File: config.mk
export PLATFORM = sky130hd
export DESIGN_NAME = oqpsk_symbol_slicer
export DESIGN_NICKNAME = d
export VERILOG_FILES = /design/src/rtl/oqpsk_symbol_slicer.sv
export SDC_FILE = /design/constraint.sdc
export NUM_CORES = 1
export LEC_CHECK = 0
export CAP_MARGIN = 10
export CELL_PAD_IN_SITES_DETAIL_PLACEMENT = 1
export CELL_PAD_IN_SITES_GLOBAL_PLACEMENT = 1
export CORE_MARGIN = 4
export CORE_UTILIZATION = 30
export DETAILED_ROUTE_END_ITERATION = 10
export PLACE_DENSITY_LB_ADDON = 0.1
export SKIP_LAST_GASP = 1
export SLEW_MARGIN = 20
export SYNTH_ARGS = -nofsm -noshare
export SYNTH_HDL_FRONTEND = slang
export SYNTH_SLANG_ARGS = --single-unit
File: constraint.sdc
create_clock -name s00_axis_aclk -period 2.3 [get_ports s00_axis_aclk]
set_input_delay 0.46 -clock s00_axis_aclk [delete_from_list [all_inputs] [get_ports s00_axis_aclk]]
set_output_delay 0.46 -clock s00_axis_aclk [all_outputs]
set_load 0.01 [all_outputs]
File: src/rtl/oqpsk_symbol_slicer.sv
// OQPSK receive slicer: sign-slices I/Q samples, strips the half-symbol offset and packs bits
// into AXI-Stream words. Define SYMBOL_ERROR_COUNT_EN to add the error_count output.
module oqpsk_symbol_slicer #(
  parameter int unsigned C_M00_AXIS_TDATA_WIDTH = 16,
  parameter int unsigned C_S00_AXIS_TDATA_WIDTH = 32
) (
  input  logic                              s00_axis_aclk,
  input  logic                              s00_axis_areset,
  input  logic [C_S00_AXIS_TDATA_WIDTH-1:0] s00_axis_tdata,
  input  logic                              s00_axis_tvalid,
  output logic                              s00_axis_tready,
  input  logic                              s00_axis_tlast,
  output logic [C_M00_AXIS_TDATA_WIDTH-1:0] m00_axis_tdata,
  output logic                              m00_axis_tvalid,
  input  logic                              m00_axis_tready,
  output logic                              m00_axis_tlast,
`ifdef SYMBOL_ERROR_COUNT_EN
  output logic [15:0]                       error_count,
`endif
  output logic                              frame_error
);

  localparam int unsigned W    = C_M00_AXIS_TDATA_WIDTH / 2;
  localparam int unsigned CntW = (W > 2) ? $clog2(W) : 1;

  typedef enum logic [1:0] {StFirst, StMiddle, StLast} state_e;

  state_e                              state_q, state_d;
  logic [CntW-1:0]                     cnt_q, cnt_d;
  logic [W-1:0]                        ibits_q, ibits_d;
  logic [W-1:0]                        qbits_q, qbits_d;
  logic [C_M00_AXIS_TDATA_WIDTH-1:0]   out_data_q;
  logic                                out_valid_q;
  logic                                out_last_q;
  logic                                err_q, err_d;
  logic                                load;
  logic                                beat;
  logic                                i_bit, q_bit;
  logic                                unused_tdata;

  assign unused_tdata    = ^s00_axis_tdata;
  assign s00_axis_tready = ~(out_valid_q & ~m00_axis_tready);
  assign beat            = s00_axis_tvalid & s00_axis_tready;
  // Sign slice: zero on a data slot resolves to 1.
  assign i_bit           = ~s00_axis_tdata[31];
  assign q_bit           = ~s00_axis_tdata[15];

  always_comb begin
    state_d = state_q;
    cnt_d   = cnt_q;
    ibits_d = ibits_q;
    qbits_d = qbits_q;
    load    = 1'b0;
    err_d   = 1'b0;
    if (beat) begin
      unique case (state_q)
        StFirst: begin
          if (s00_axis_tlast) begin
            err_d   = 1'b1;
            ibits_d = '0;
            qbits_d = '0;
          end else begin
            ibits_d[0] = i_bit;
            cnt_d      = CntW'(1);
            state_d    = StMiddle;
          end
        end
        StMiddle: begin
          if (s00_axis_tlast) begin
            err_d   = 1'b1;
            ibits_d = '0;
            qbits_d = '0;
            cnt_d   = '0;
            state_d = StFirst;
          end else begin
            ibits_d[cnt_q]             = i_bit;
            qbits_d[cnt_q - CntW'(1)]  = q_bit;
            if (cnt_q == CntW'(W - 1)) begin
              state_d = StLast;
            end else begin
              cnt_d = cnt_q + CntW'(1);
            end
          end
        end
        StLast: begin
          qbits_d[W-1] = q_bit;
          load         = 1'b1;
          cnt_d        = '0;
          state_d      = StFirst;
        end
        default: state_d = StFirst;
      endcase
    end
  end

  always_ff @(posedge s00_axis_aclk) begin
    if (s00_axis_areset) begin
      state_q     <= StFirst;
      cnt_q       <= '0;
      ibits_q     <= '0;
      qbits_q     <= '0;
      out_data_q  <= '0;
      out_valid_q <= 1'b0;
      out_last_q  <= 1'b0;
      err_q       <= 1'b0;
    end else begin
      state_q <= state_d;
      cnt_q   <= cnt_d;
      ibits_q <= ibits_d;
      qbits_q <= qbits_d;
      err_q   <= err_d;
      // A new word may load in the same cycle the previous one is taken.
      if (load) begin
        out_data_q  <= {ibits_q, qbits_d};
        out_valid_q <= 1'b1;
        out_last_q  <= s00_axis_tlast;
      end else if (m00_axis_tready) begin
        out_valid_q <= 1'b0;
      end
    end
  end

  assign m00_axis_tdata  = out_data_q;
  assign m00_axis_tvalid = out_valid_q;
  assign m00_axis_tlast  = out_last_q;
  assign frame_error     = err_q;

`ifdef SYMBOL_ERROR_COUNT_EN
  // Data slot offends when more than 0x0800 away from the nearer of +/-0x5A12.
  function automatic logic data_off(input logic [15:0] x);
    logic signed [17:0] d;
    d = $signed({{2{x[15]}}, x}) - (x[15] ? -18'sd23058 : 18'sd23058);
    return (d > 18'sd2048) || (d < -18'sd2048);
  endfunction

  logic        i_off, q_off;
  logic [1:0]  inc;
  logic [16:0] sum;
  logic [15:0] ecnt_q, ecnt_d;

  always_comb begin
    i_off  = (state_q == StLast) ? (s00_axis_tdata[31:16] != 16'h0000)
                                 : data_off(s00_axis_tdata[31:16]);
    q_off  = (state_q == StFirst) ? (s00_axis_tdata[15:0] != 16'h0000)
                                  : data_off(s00_axis_tdata[15:0]);
    inc    = {1'b0, i_off} + {1'b0, q_off};
    sum    = {1'b0, ecnt_q} + {15'd0, inc};
    ecnt_d = ecnt_q;
    if (beat) begin
      ecnt_d = sum[16] ? 16'hFFFF : sum[15:0];
    end
  end

  always_ff @(posedge s00_axis_aclk) begin
    if (s00_axis_areset) begin
      ecnt_q <= '0;
    end else begin
      ecnt_q <= ecnt_d;
    end
  end

  assign error_count = ecnt_q;
`endif

endmodule

=== Word level (Yosys, flattened, before mapping) ===
Index checks and enable logic that the tools add are counted.

* Register bits: 40
* Logic and storage cells: 70

* Add/sub/neg operators: 2
* $lt $le $gt $ge: 4
* Bitwise operators: 8
* Equality and inequality tests: 7
* Reduce and logical (&&, ||, !) cells: 12
* Muxes and demuxes: 28

{| class="wikitable"
|+ Operator list
! operator !! count
|-
| $mux W8 || 4
|-
| $bwmux W8 || 2
|-
| $pmux W8 S2 || 1
|-
| $pmux W7 S2 || 1
|-
| $mux W3 || 3
|-
| $pmux W3 S3 || 1
|-
| $lt A3 B4 Y1 const B || 2
|-
| $mux W1 || 8
|-
| $mux W7 || 1
|-
| $demux W1 S3 || 2
|-
| $ge A3 B1 Y1 const B || 2
|-
| $mux W2 || 3
|-
| $ne A3 B3 Y1 const B || 2
|-
| $not A1 Y1 || 6
|-
| $reduce_and A3 Y1 || 2
|-
| $ne A2 B2 Y1 const B || 2
|-
| $pmux W2 S2 || 1
|-
| $reduce_and A4 Y1 || 1
|-
| $reduce_bool A2 Y1 || 2
|-
| $add A3 B1 Y3 const B || 1
|-
| $eq A3 B3 Y1 const B || 1
|-
| $pmux W1 S3 || 1
|-
| $reduce_bool A3 Y1 || 1
|-
| $reduce_or A3 Y1 || 1
|-
| other kinds (8) || 10
|}

=== Depth between registers and ports, before layout ===
Gate-level depths: netlist of run 1.

* Depth in word-level cells: 9
* Depth in mapped cells: 7

=== Least setup slack after synthesis of run 1 ===
No wires, ideal clock.

* Path type: reg-to-reg
* Start: reg cnt_q[1]
* End: reg out_data_q[5], in the netlist m00_axis_tdata[5]
* Buffers on the path: 1
* Path slack: 0.293 ns
* Library setup time: 0.091 ns
* Required time: 2.209 ns
* Cell stages (with the launch flop): 8
* Arrival time: 1.916 ns
* Cell sequence: dfxtp_1 -> clkbuf_1 -> inv_1 -> ha_1 -> nor2b_1 -> nor3b_1 -> nand3_1 -> a311oi_1

* Cells in the longest elaborated chain, start to end: 9
* Elaborated cells between the ends (all ways): 10
* Those cells by class: 1 x add/sub; 2 x order compare; 6 x mux; 1 x reduce/logical

{| class="wikitable"
|+ RTL lines
! element !! line !! text
|-
| start, declared || 29 || <nowiki>logic [CntW-1:0] cnt_q, cnt_d;</nowiki>
|-
| start signal, assigned || 108 || <nowiki>cnt_q <= cnt_d;</nowiki>
|-
| $sub A3 B1 Y3 * || 77 || <nowiki>qbits_d[cnt_q - CntW'(1)] = q_bit;</nowiki>
|-
| $lt A3 B4 Y1 (implied by the code) or $ge A3 B1 Y1 (tied branches) || 77 ||
|-
| $logic_and A1 B1 Y1 (implied by the code) || 77 ||
|-
| $mux W1 (implied by the code) || 77 ||
|-
| $demux W1 S3 * || 77 ||
|-
| $bwmux W8 * || 77 ||
|-
| $mux W8 * || 69 || <nowiki>if (s00_axis_tlast) begin</nowiki>
|-
| $pmux W7 S2 * || 56 || <nowiki>unique case (state_q)</nowiki>
|-
| $mux W8 * || 55 || <nowiki>if (beat) begin</nowiki>
|-
| end signal, assigned || 114 || <nowiki>out_data_q <= {ibits_q, qbits_d};</nowiki>
|-
| end, declared || 32 || <nowiki>logic [C_M00_AXIS_TDATA_WIDTH-1:0] out_data_q;</nowiki>
|}

Mark *: on every way between the ends. The rest lies on a longest branch, timed or not.
A chain may end at the register's enable or synchronous reset.

=== Worst setup path in the final report of run 1 ===
* Start: in m00_axis_tready
* End: out s00_axis_tready

* Cells in the longest elaborated chain, start to end: 3

{| class="wikitable"
|+ RTL lines
! element !! line !! text
|-
| start, declared || 15 || <nowiki>input logic m00_axis_tready,</nowiki>
|-
| $not A1 Y1 || 42 || <nowiki>assign s00_axis_tready = ~(out_valid_q & ~m00_axis_tready);</nowiki>
|-
| $and A1 B1 Y1 || 42 ||
|-
| $not A1 Y1 || 42 ||
|-
| end, declared || 11 || <nowiki>output logic s00_axis_tready,</nowiki>
|}

No other way between the ends.

==> impl_results.md, run 1 <==
- Sequential fraction of the synthesis area: between 40% and 50%
- Root Driver: clkbuf_8
- Diode count: 0
- Crit end category: output pin
- Pin count of the biggest net entering global routing: 22
- EDFF count, synth: 0
- Clock buffer depth: 2
- Asr flop ratio synth: 0%
- Clk_lat worst skew: 0.29 ns
- Largest fanout on the critical path: 4
- Area grow syn2layout: 27.5%
- CTS Hold Buffers Added: 0
- Layout cell share with drive strength beyond 1: between 10% and 20%
- IO Pins: 57
- Initial Utilization: 31.6%
- Synthesized area: 0.00192 mm²
- Fmax: approximately 0.48 GHz
- Hold WC Path Type: reg2reg
- Die W: ~88 µm
- WL final: 5240 µm
- Mapped Cells: 240
- Final Instance Count excl. Fillers: between 300 and 400
- CTS tree: yes
- NumNets Final: approximately 320
- Placed Area: around 0.0023 mm²
- Part of the cycle the worst path needs: 90.2%
- Synth area leader: dfxtp_1
- Commonest cells in the netlist: dfxtp_1 (40), a21oi_1 (33), nand2_1 (31)
- Run status: complete, no violations
- Critical path data arrival time: roughly 1.6 ns
- RSZ-0062 raised after global routing: false
- Initial antenna violation count: 0
- ANT nets after route: 0
- Post CTS Setup Buffer Count: 0
- Lkg Pwr: 0.850 nW
- Slew margin rel.: approximately 69%
- CTS resizes: 0
- First-pass GRT wire length: approximately 8900 µm
- Wire length per cell: roughly 15 µm
- # fillers: 755
- Most frequent cell after synthesis: dfxtp_1
- Synth Warn #: 0
- Fin Clk Skew: 0.00669 ns
- Site Rows: 28
- Final routed DRC violation total: 0
- Port Buf Inserts: 26
- Yosys top cell area share: a little over two fifths
- Clk pin slew, worst setup/hold paths: 0.07 ns
- Total GRT Usage: roughly 15%
- #FFs+latches synth: 40
- Via count of the first global-routing pass: 1,861
- Pre-antenna DRT Iters: 4
- Global placer's final weighted congestion: 0.763
- # clock sinks: 40
- Final setup vio count: 0
- Worst Max-Slew Pin Slew: approximately 0.46 ns
- Synthesized Nets: 284
- Worst endpoint required time: roughly 1.8 ns
- Maximum vdd drop: 0.000338 V
- Average size of a mapped cell: 7.99 µm²
- Final worst path period need: around 2.1 ns
- Die area: between 0.007 and 0.008 mm²
- Final hold violation count: 0
- DR vias: approximately 1,800
- Post-Layout Inst Area: roughly 0.0024 mm²
- Dpl cells: 340
- Crit path kind: in2out
- Power per cell area: a little under 600 mW/mm²
- Die height: between 80 and 90 µm
- Cts bufs inserted: 5
- Core box area: 0.00606 mm²
- Max-slew violations: 0
- Sum Neg Setup Slack: 0 ns
- Synth Flop Type: dfxtp_1
- CP Launch Type: primary input
- Gr ovfl total: 0
- Max Cap Viol: 0
- DP HPWL: approximately 3800 µm
- Htree depth: 2
- Detailed Route Iter0 Violations: 60
- Number of distinct library cells after synthesis: 36
- Vias per Instance: roughly 5.3
- Synth area leaders: dfxtp_1 (42%), a21oi_1 (8.6%), nand2_1 (6.1%)
-- metrics by stage --
step	power, mW	util, %	setup slack [ns]	hold WS (ns)
global placement	0.866	38.6	0.199	0.445
global route	1.48	40.3	0.164	0.491
floorplan	0.809	-	0.293	0.428
finish	1.42	40.3	0.226	0.457
CTS	1.45	40.3	0.217	0.461
detailed placement	0.866	38.6	0.155	0.449
-- cell families after synthesis --
kind of cell | after synthesis | synth area share, %
AOI/OAI and AO/OA | 72 | 22.2
muxes | 1 | 0.783
and+or+nand+nor | 94 | 24.1
adders and majority gates | 7 | 4.57
buffers and inverters | 24 | 5.35
xor gates and xnor gates | 2 | 1.30
DFF | 40 | 41.7
-- worst paths after layout --
kind	startpoint	to	slack [ns]	cells past startpoint
worst max register to register	cnt_q[1]	m00_axis_tdata[5]	0.34	6
worst max-delay path	m00_axis_tready	s00_axis_tready	0.23	4
worst min-delay path	m00_axis_tdata[11]	m00_axis_tdata[11]	0.46	2
worst min register to register	m00_axis_tdata[11]	m00_axis_tdata[11]	0.46	2
-- layout make-up --
type                       instances  area [µm²]  share of cell area (%)
clock inverter                     2        35.0                    1.43
sequential                        40         801                    32.8
clock buffer                       6        72.6                    2.97
tap                               75        93.8                    3.84
inverter                           8        30.0                    1.23
timing repair buffer              41         398                    16.3
multi-input combinational        176        1010                    41.5
-- critical path, cell delays in order --
cell and delay (ns):
clkdlybuf4s50_1 0.41, nor2b_2 0.21, inv_2 0.06, clkdlybuf4s50_1 0.48
-- power breakdown --
| group | internal [mW] | leakage, nW | total [mW] | switching, mW |
|---|---|---|---|---|
| Clock | 0.322 | 0.0552 | 0.571 | 0.249 |
| Sequential | 0.697 | 0.323 | 0.700 | 0.00359 |
| Combinational | 0.0565 | 0.473 | 0.149 | 0.0921 |
| Total | 1.08 | 0.850 | 1.42 | 0.345 |
-- sequential cells by signal (all words and copies together), names as in the netlist --
name,count
state_q,2
qbits_q,8
m00_axis_tdata,16
ibits_q,8
m00_axis_tlast,1
frame_error,1
cnt_q,3
m00_axis_tvalid,1
-- cells in the final DEF (no fill, tap or decap), types with 2 or more instances in the layout --
cell / Yosys / final
clkdlybuf4s50_1: 0 / 26
or2_2: 2 / 2
a21o_1: 2 / 2
dfxtp_1: 40 / 40
nand2b_1: 2 / 2
ha_1: 7 / 7
nand2_1: 31 / 31
and3_1: 3 / 3
buf_4: 1 / 13
a21oi_1: 33 / 33
a311oi_1: 8 / 8
nand3_1: 13 / 13
inv_1: 7 / 7
nor2b_1: 6 / 6
o21ai_0: 14 / 14
buf_12: 0 / 2
nand4_1: 7 / 7
nor2_1: 17 / 17
nor3_1: 5 / 5
a31oi_1: 9 / 9
or3_1: 3 / 3
clkbuf_8: 0 / 5
-- layer usage --
| metal | up-vias | wire, µm | global-route usage, % | part of all wire [%] |
|---|---|---|---|---|
| met4 | 0 | 68 | 3.77 | 1.3 |
| met1 | 877 | 2630 | 19.3 | 50 |
| met2 | 23 | 2410 | 24.2 | 46 |
| li1 | 925 | - | - | - |
| met3 | 7 | 132 | 2.82 | 2.5 |
| met5 | - | 0 | 0 | 0 |
No activity file was read; power rests on OpenSTA's default activity.
==> run 2: changes to the inputs <==
--- a/config.mk
+++ b/config.mk
@@ -12,6 +12,7 @@
 export CORE_UTILIZATION = 30
 export DETAILED_ROUTE_END_ITERATION = 10
 export PLACE_DENSITY_LB_ADDON = 0.1
+export REMOVE_ABC_BUFFERS = 1
 export SKIP_LAST_GASP = 1
 export SLEW_MARGIN = 20
 export SYNTH_ARGS = -nofsm -noshare
==> constraint.sdc (replaced) <==
create_clock -name s00_axis_aclk -period 2.2 [get_ports s00_axis_aclk]
set_input_delay 0.44 -clock s00_axis_aclk [delete_from_list [all_inputs] [get_ports s00_axis_aclk]]
set_output_delay 0.44 -clock s00_axis_aclk [all_outputs]
set_load 0.01 [all_outputs]
==> impl_results.md, run 2 (synthesis gave the netlist of run 1 again) <==
- RSZ-0062 raised after global routing: false
- Pre-antenna DRT Iters: 4
- CP Launch Type: primary input
- Initial antenna violation count: 0
- Final routed DRC violation total: 0
- Via count of the first global-routing pass: 1,879
- Detailed Route Iter0 Violations: 110
- WL final: 5260 µm
- Port Buf Inserts: 26
- Global placer's final weighted congestion: 0.802
- Pin count of the biggest net entering global routing: 19
- Gr ovfl total: 0
- ANT nets after route: 0
- Dpl cells: 348
- Clock buffer depth: 2
- Root Driver: clkbuf_8
- Crit path buffers/inverters: 3
- Layout cell share with drive strength beyond 1: a little over an eighth
- Initial Utilization: 31.6%
- Most common cell after layout, fill and taps aside: dfxtp_1
- Final Instance Count excl. Fillers: roughly 360
- Power per cell area: about 570 mW/mm²
- Max Cap Viol: 0
- CTS tree: yes
- DP HPWL: about 3900 µm
- Pre-CTS setup slack: -0.0219 ns
- Maximum vdd drop: approximately 0.00025 V
- Die W: a little under 90 µm
- Max reg flops: 16
- Clk pin slew, worst setup/hold paths: ~0.08 ns
- Post-Layout Inst Area: approximately 0.0025 mm²
- Site Rows: 28
- Most frequent cells in the layout: dfxtp_1 (40), a21oi_1 (33), nand2_1 (31), clkdlybuf4s50_1 (26), buf_4 (22)
- Fin Clk Skew: roughly 0.0064 ns
- GR Layer Usage met2: around 25%
- Max-slew violations: 0
- Die height: 88.0 µm
- Worst Max-Slew Pin Slew: 0.440 ns
- Final hold violation count: 0
- Placed Area: ~0.0024 mm²
- Final worst path period need: 2.02 ns
- Cts bufs inserted: 5
- # clock sinks: 40
- Setup ws final: between 0.15 and 0.2 ns
- Part of the cycle the worst path needs: 91.8%
- Post CTS Setup Buffer Count: 0
- Largest fanout on the critical path: 4
- Crit-path cells: clkdlybuf4s50_1, nor2b_2, inv_2, clkdlybuf4s50_1
- Delay of the slowest critical-path stage: ~0.48 ns
- Crit path kind: in2out
- Grt peak-use layer: met2
- Wire length per cell: between 10 and 15 µm
- Hold WC Path Type: reg2reg
- Diode count: 0
- IO Pins: between 50 and 60
- NumNets Final: about 320
- Most used cell, CP: clkdlybuf4s50_1
- Slowest-stage cell, CP: clkdlybuf4s50_1
- Critical path data arrival time: 1.58 ns
- Die area: approximately 0.0077 mm²
- Core box area: between 0.006 and 0.007 mm²
- Lkg Pwr: around 0.88 nW
- Sum Neg Setup Slack: 0 ns
- Final setup vio count: 0
- Vias per Instance: 5.20
- DR vias: 1,845
- Total GRT Usage: between 10% and 20%
- Clk_lat worst skew: between 0.2 and 0.3 ns
- Fmax: roughly 0.5 GHz
- First-pass GRT wire length: a little over 9000 µm
- Htree depth: 2
- Worst path top cell family by delay: buffers and inverters
- Worst endpoint required time: 1.76 ns
- GRT met1 Usage: about a fifth
- Area grow syn2layout: 29.5%
- GR Util met3: 3.01%
- Slew margin rel.: between 70% and 80%
- Run status: complete, no violations
- CTS Hold Buffers Added: 0
- Crit end category: output pin
## run 2: changes by cell type in the layout (fill, tap and decap cells not counted), sizes merged
cell and delta:
bufinv -1, buf +8, clkinv -1, clkbuf +1
## run 2: path summary, 6_finish.rpt
kind / slack (ns) / startpoint / to / depth (start not counted)
min: 0.46 / ibits_q[4] / m00_axis_tdata[12] / 2
max reg2reg: 0.20 / state_q[1] / ibits_q[7] / 6
max: 0.18 / m00_axis_tready / s00_axis_tready / 4
min reg2reg: 0.46 / ibits_q[4] / m00_axis_tdata[12] / 2
## run 2: final cells by class
type / instances / area [µm²]
clock buffer: 7 / 96.3
fill: 745 / 3580
inverter: 8 / 30.0
multi-input combinational: 176 / 1020
sequential: 40 / 801
tap: 75 / 93.8
timing repair buffer: 49 / 445
## run 2: layer usage
metal | share of wire (%) | vias to the layer above
met2 | 48 | 25
met3 | 3.2 | 5
met4 | 0.87 | 0
met5 | 0 | -
li1 | - | 939
met1 | 48 | 876
## run 2: where the power goes
part           leakage [nW]  internal [mW]  switching, mW
clock network        0.0503          0.279          0.246
registers             0.323          0.729        0.00331
logic                 0.504         0.0654         0.0992
total                 0.877           1.07          0.348
## run 2: stage by stage
step                total power, mW  utilization (%)  hold WS, ns
finish                         1.42             41.0        0.458
global route                   1.49             41.0        0.476
CTS                            1.45             40.9        0.461
detailed placement            0.914             39.3        0.450
global placement              0.913             39.3        0.442
floorplan                     0.830                -        0.422
## run 2: worst register-to-register path: cells and delay by family, from the launching register on
family	cells	cell delay [ns]
and+or+nand+nor	2	0.75
buffers and inverters	2	0.36
DFF	1	0.35
adders and majority gates	1	0.32
AOI/OAI and AO/OA	1	0.16
## run 2: repair_timing
action,in CTS,in global routing
endpoints found under the hold margin,0,0
gates resized for setup,0,1
endpoints found under the setup margin,0,1
==> run 3: changes to the inputs <==
--- a/config.mk
+++ b/config.mk
@@ -5,6 +5,7 @@
 export SDC_FILE = /design/constraint.sdc
 export NUM_CORES = 1
 export LEC_CHECK = 0
+export ABC_CLOCK_PERIOD_IN_PS = 2200
 export CAP_MARGIN = 10
 export CELL_PAD_IN_SITES_DETAIL_PLACEMENT = 1
 export CELL_PAD_IN_SITES_GLOBAL_PLACEMENT = 1
==> results of run 3 <==
Final layout, timing and power as in run 2 (identical DEF).
